File: config.mk
export PLATFORM = sky130hd
export DESIGN_NAME = serv_immdec_wide
export DESIGN_NICKNAME = d
export VERILOG_FILES = /design/src/rtl/serv_immdec_wide.sv
export SDC_FILE = /design/constraint.sdc
export NUM_CORES = 1
export LEC_CHECK = 0
export BUFFER_PORTS_ARGS = -buffer_cell sky130_fd_sc_hd__buf_2
export CAP_MARGIN = 20
export CORE_ASPECT_RATIO = 0.5
export CORE_MARGIN = 1.5
export CORE_UTILIZATION = 45
export CTS_CLUSTER_SIZE = 8
export DETAILED_ROUTE_END_ITERATION = 10
export PLACE_DENSITY = 0.68
export SLEW_MARGIN = 20
export SYNTH_ARGS = -nofsm -noshare
export SYNTH_HDL_FRONTEND = slang
export SYNTH_SLANG_ARGS = --single-unit
File: constraint.sdc
create_clock -name i_clk -period 2.4 [get_ports i_clk]
set_clock_uncertainty 0.15 [all_clocks]
set_input_delay 0.48 -clock i_clk [delete_from_list [all_inputs] [get_ports i_clk]]
set_output_delay 0.48 -clock i_clk [all_outputs]
set_load 0.03 [all_outputs]
File: src/rtl/serv_immdec_wide.sv
// serv_immdec_wide: captures an instruction word on fetch, decodes its
// immediate into a 32-bit register and streams it out LSB-first, W bits per
// counted cycle. Also holds the rd/rs1/rs2 register addresses.
module serv_immdec_wide #(
   parameter int unsigned W          = 4,
   parameter int unsigned CSR_IMM_EN = 1
) (
   input  logic          i_clk,
   input  logic          i_rst,
   input  logic          i_wb_en,
   input  logic [24:0]   i_wb_rdt,
   input  logic [2:0]    i_fmt,
   input  logic          i_cnt_en,
   output logic [W-1:0]  o_imm,
   output logic          o_imm_last,
   output logic          o_busy,
   output logic [4:0]    o_rd_addr,
   output logic [4:0]    o_rs1_addr,
   output logic [4:0]    o_rs2_addr
);

   localparam int unsigned N  = 32 / W;
   localparam int unsigned KW = (N > 1) ? $clog2(N) : 1;

   typedef enum logic {
      ST_IDLE = 1'b0,
      ST_BUSY = 1'b1
   } state_t;

   state_t          r_state;
   state_t          w_state_nxt;
   logic [31:0]     r_imm;
   logic [31:0]     w_imm_dec;
   logic [KW-1:0]   r_k;
   logic            w_last;
   logic [4:0]      r_rd;
   logic [4:0]      r_rs1;
   logic [4:0]      r_rs2;

   // Instruction bits keep their architectural numbering [31:7]
   logic [31:7]     w_instr;
   assign w_instr = i_wb_rdt;

   assign w_last     = (r_k == KW'(N - 1));
   assign o_imm_last = w_last;
   assign o_busy     = (r_state == ST_BUSY);
   assign o_rd_addr  = r_rd;
   assign o_rs1_addr = r_rs1;
   assign o_rs2_addr = r_rs2;

   // Decode the full 32-bit immediate from the incoming fetch word
   always_comb begin
      w_imm_dec = '0;
      case (i_fmt)
         3'd0: w_imm_dec = {{20{w_instr[31]}}, w_instr[31:20]};
         3'd1: w_imm_dec = {{20{w_instr[31]}}, w_instr[31:25], w_instr[11:7]};
         3'd2: w_imm_dec = {{19{w_instr[31]}}, w_instr[31], w_instr[7],
                            w_instr[30:25], w_instr[11:8], 1'b0};
         3'd3: w_imm_dec = {w_instr[31:12], 12'b0};
         3'd4: w_imm_dec = {{11{w_instr[31]}}, w_instr[31], w_instr[19:12],
                            w_instr[20], w_instr[30:21], 1'b0};
         3'd5: if (CSR_IMM_EN != 0) w_imm_dec = {27'b0, w_instr[19:15]};
         default: w_imm_dec = '0;
      endcase
   end

   // Select the current W-bit chunk; constant-indexed mux keeps selects static
   always_comb begin
      o_imm = '0;
      for (int unsigned c = 0; c < N; c++) begin
         if (r_k == KW'(c)) o_imm = r_imm[c*W +: W];
      end
   end

   // Busy state: set on load, cleared when the last chunk is consumed
   always_comb begin
      w_state_nxt = r_state;
      if (i_wb_en)
         w_state_nxt = ST_BUSY;
      else if (i_cnt_en && w_last)
         w_state_nxt = ST_IDLE;
   end

   // State register
   always_ff @(posedge i_clk) begin
      if (i_rst) r_state <= ST_IDLE;
      else       r_state <= w_state_nxt;
   end

   // Chunk index: load restarts it; counting wraps and keeps replaying
   always_ff @(posedge i_clk) begin
      if (i_rst)
         r_k <= '0;
      else if (i_wb_en)
         r_k <= '0;
      else if (i_cnt_en)
         r_k <= w_last ? '0 : r_k + KW'(1);
   end

   // Immediate and register addresses are captured only on load
   always_ff @(posedge i_clk) begin
      if (i_rst) begin
         r_imm <= '0;
         r_rd  <= '0;
         r_rs1 <= '0;
         r_rs2 <= '0;
      end else if (i_wb_en) begin
         r_imm <= w_imm_dec;
         r_rd  <= w_instr[11:7];
         r_rs1 <= w_instr[19:15];
         r_rs2 <= w_instr[24:20];
      end
   end

endmodule
---- Word level (Yosys, flattened, before mapping) ----
Cells that the tools add are included.
word-level totals
  logic and storage cells ................. 36
  bits in read-only memories .............. 0
  memories kept ........................... 0
  memory bits (writable) .................. 0
  register bits after elaboration ......... 51
  latch bits .............................. 0
operators by class
  muxes and demuxes ....................... 12
  shift operators ......................... 0
  add/sub/neg operators ................... 1
  equal/unequal tests ..................... 12
  div/mod/pow operators ................... 0
  $lt $le $gt $ge ......................... 0
  reductions and logical operators ........ 5
  multiply operators ...................... 0
  bitwise gates (word level) .............. 0
operators by type and width
  operator             count
  $pmux 32 s6          1
  $mux 4               8
  $eq 3x3->1 const B   6
  $eq 3x2->1 const B   4
  $eq 3x1->1 const B   2
  $logic_not 3->1      2
  $add 3x1->3 const B  1
  $mux 3               1
  $mux 1               2
  $reduce_bool 2->1    1
  $reduce_or 2->1      1
  $logic_and 1x1->1    1

---- Logic depth before layout (Yosys ltp) ----
  depth after elaboration ................. 9
  mapped depth ............................ 7
  mapped depth without buffers ............ 6

---- Worst setup path before layout ----
Ideal clock, no wire load.
  path kind ............................... reg2out
  from .................................... register r_k[2]
  to ...................................... output port o_imm[2]
  slack ................................... -343 ps
  buffers on the path ..................... 1
  data arrival time ....................... 2,113 ps
  cell stages (with the launch flop) ...... 8
  cell sequence ........................... dfxtp_1 -> buf_6 -> clkinv_1 -> ha_1 -> or2_4 -> nor2_1 -> a2111oi_0 -> o31ai_1
on the way
  cells in the longest elaborated chain, start to end .. 9
  elaborated cells on any way between the ends .. 16
  those cells by class .................... eq/ne: 7; mux: 8; reduce/logical: 1
ends and longest elaborated chain
  what                    RTL line  RTL
  from (decl)             34        logic [KW-1:0] r_k;
  from (signal assigned)  97        r_k <= w_last ? '0 : r_k + KW'(1);
  $logic_not 3->1         71        if (r_k == KW'(c)) o_imm = r_imm[c*W +: W];
  $mux 4 (7 in series)    71
  $mux 4 (*)              71
  to (decl)               14        output logic [W-1:0] o_imm,
Mark *: on every way between the ends. The rest lies on a longest branch, timed or not.

---- Worst setup path after layout ----
  from .................................... register r_k[1]
  to ...................................... output port o_imm[0]
Same word-level chain as after synthesis.

==> impl_results.md <==
- Crit path cell chain: ha_4 > ha_4 > or2_4 > a221o_1 > a2bb2oi_2 > o31a_1 > buf_6
- Leakage power: 1.28 nW
- Worst Setup End Kind: primary output
- Total Power Consumption: 1.75 mW
- Signed area change from the synthesized netlist to the final layout: 22.2%
- DRC viols: 0
- Crit path time final: 2.63 ns
- Die X: 108 um
- Depth of the worst hold-timing path: 2
- Peak fanout along the critical path: 6
- Remaining antenna violation count: 0
- Share of layout cells above drive strength 1: 0.270
- Routed len/inst: 15.7 um
- Floorplan die height: 55.4 um
- Initial antenna violation count: 0
- Type of origin of the critical path: flip-flop
- Tot GR Track Use: 0.226
- Total Routed Length: 6570 um
- Cell with the biggest individual delay on the critical path: dfxtp_4
- Startpoint of the worst hold path: i_wb_rdt[23]
- Maximum number of buffers from clock root to sink: 2
- Hold path endpoint: r_imm[10]$_SDFFE_PP0P_
- Worst Slack Setup Final: -0.232 ns
- H-tree depth: 2
- Cell type with the highest aggregate area in the netlist: dfxtp_1
- Seq cells post-synth: 51
- Worst-Margin Slew: 0.532 ns
- Dpl cells: 407
- Clock tree from TritonCTS: yes
- Final cell count without fillers: 418
- Worst hold-check path type: in -> reg
- Die Outline Area: 0.00598 mm2
- Pre-CTS setup slack: -0.0227 ns
- Sink count of the clock tree: 51
- Worst path most repeated cell: ha_4
- Maximum number of pins on one net before global-route repair: 31
- # setup viols final: 4
- Effective utilization at floorplan: 0.484
- Avg Cell Area, Syn: 8.39 um2
- Crit Reg-Reg Endpoint: o_busy$_SDFFE_PP0P_
- Commonest cells after routing, fill and taps aside: dfxtp_1, buf_2, a21oi_1
- Reg clk slew, reported paths: 0.09 ns
- Post-synthesis instance area: 0.00247 mm2
- Gp weighted congestion: 0.922
- Instance count of the mapped netlist: 295
- Total half-perimeter wirelength after legalization and detailed placement: 4630 um
- Power density cells: 577 mW/mm2
- Clock root buffer master: clkbuf_8
- Synthesized Nets: 333
- Number of enable flip-flop cells after synthesis: 0
- Max_slew headroom: 0.644
- DR vias/cell: 5.52
- DR iter-0 viols: 162
- Slowest Stage Delay on Critical Path: 0.38 ns
- Endpoint arrival time on the critical path: 2.00 ns
- Vias after detailed routing: 2308
- Post-route cell area: 0.00302 mm2
- Worst r2r src: r_k[2]$_SDFFE_PP0P_
- Count of cell types in the netlist: 35
- Remaining global-route overflow: 0
- Port Buf Inserts: 52
- Core region area: 0.00511 mm2
- Run status: finished, violations left
- Top FF cell, synth: dfxtp_1
- Row count: 18
- Pre-antenna DRT Iters: 5
- Wire length of the first global-routing pass: 10600 um
- Post-place instance area: 0.00279 mm2
- Depth of the worst register-to-register path: 5
- Vias in the first global route: 2172
- Fin util: 0.592
- Maximum VDD drop: 371 uV
- Highest clock rate: 380 MHz
- Crit share post-route: 1.10
- Final net count: 385
- Violated checks: setup timing
- Final hold vios: 0
- Setup slack, reg-to-reg: 0.78 ns
- Top-level port count: 53
- Share of Yosys cell area claimed by the top area cell type: 0.413
- Async SR Flop Fraction: 0
- Commonest non-fill, non-tap cell in the layout: dfxtp_1
- Fill cell count: 475
- Top post-synthesis cells by area: dfxtp_1, a21oi_1, mux2i_1, nor2_1, nand2_1
- Setup repair after global routing missed its margin: true
- Count of synthesis-stage warnings from yosys: 0
- Number of max-slew violations in the final report: 0
- Total clock buffers created by CTS: 5
- Setup Crit Path Kind: reg -> out
- Clock insertion delay at the later pin of the skew report: 0.30 ns
- MaxCap Viol Count: 0
- Antenna diode count: 0
- Required time at the endpoint of the critical path: 1.77 ns
- Sequential area share after synthesis: 0.413
[flip-flops by register name (all words and copies together) (netlist names)]
signal and cells:
r_imm 32, o_rd_addr 5, o_rs1_addr 5, r_k 3, o_rs2_addr 5, o_busy 1
[report_power, final]
group	total (mW)	internal, mW	leakage, nW	switching (mW)
sequential	0.913	0.886	0.419	0.0268
clock	0.517	0.210	0.0485	0.307
combinational	0.316	0.130	0.817	0.186
total	1.75	1.23	1.28	0.520
[stage by stage]
stage / setup TNS (ns) / hold slack, ns
after floorplan: 0 / 0.272
after global placement: 0 / 0.282
after detailed placement: -0.0322 / 0.286
after CTS: -0.739 / 0.238
after global routing: -1.08 / 0.241
final: -0.845 / 0.248
[cell usage after synthesis (all sizes together), types with 2 or more instances]
cell type	n
o21ai	25
a221o	3
a22oi	3
a21oi	41
nor2	31
nor3	2
nand2	28
nand3	6
mux2i	18
a22o	11
a2bb2oi	3
a21o	7
inv	10
buf	13
ha	6
nand3b	5
dfxtp	51
a2111oi	2
o31a	3
nand2b	8
clkbuf	8
[worst max path at each step]
stage,startpoint,to,slack [ns],cells after the start
2_1_floorplan,r_k[0]$_SDFFE_PP0P_,o_imm[1],0.03,6
3_3_place_gp,r_k[1]$_SDFFE_PP0P_,o_imm[2],0.004,7
3_5_place_dp,r_k[1]$_SDFFE_PP0P_,o_imm[2],-0.02,8
4_1_cts,r_k[0]$_SDFFE_PP0P_,o_imm[0],-0.20,7
5_1_grt,r_k[1]$_SDFFE_PP0P_,o_imm[0],-0.29,7
6_report,r_k[1]$_SDFFE_PP0P_,o_imm[0],-0.23,7
[worst max-delay path: cells and delay by family, from the launching register on]
family / cells / cell delay (ns)
AOI/OAI and AO/OA: 3 / 0.57
buffers and inverters: 1 / 0.14
DFF: 1 / 0.38
adders and majority gates: 2 / 0.35
and+or+nand+nor: 1 / 0.25
[area by class of cell]
| class | count | area (um2) | area share |
|---|---|---|---|
| Multi-Input combinational cell | 212 | 1390 | 0.459 |
| Timing Repair Buffer | 66 | 387 | 0.128 |
| Clock buffer | 5 | 68.8 | 0.0228 |
| Clock inverter | 3 | 22.5 | 0.00745 |
| Inverter | 11 | 42.5 | 0.0141 |
| Tap cell | 70 | 87.6 | 0.0290 |
| Sequential cell | 51 | 1030 | 0.340 |
[logic make-up (layout without fill, tap and decap cells)]
group / Yosys count / after routing / share of synthesized area
xor gates and xnor gates: 1 / 1 / 0.00354
adders and majority gates: 7 / 7 / 0.0349
and+or+nand+nor: 85 / 85 / 0.157
DFF: 51 / 51 / 0.413
buffers and inverters: 32 / 85 / 0.0672
AOI/OAI and AO/OA: 101 / 101 / 0.252
muxes: 18 / 18 / 0.0728
[routing by layer]
layer | GRT usage | up-vias | wire length (um)
met5 | 0 | - | 0
met2 | 0.350 | 79 | 2810
li1 | - | 1134 | -
met3 | 0.0496 | 11 | 448
met4 | 0.0583 | 0 | 89
met1 | 0.320 | 1084 | 3210
[timing repair]
action	in CTS	in global routing
hold buffers	0	0
gates resized for setup	25	4
endpoints found under the hold margin	0	0
setup buffers	2	1
endpoints found under the setup margin	4	4
pin swaps	2	0
(Power assumes the default switching activity.)
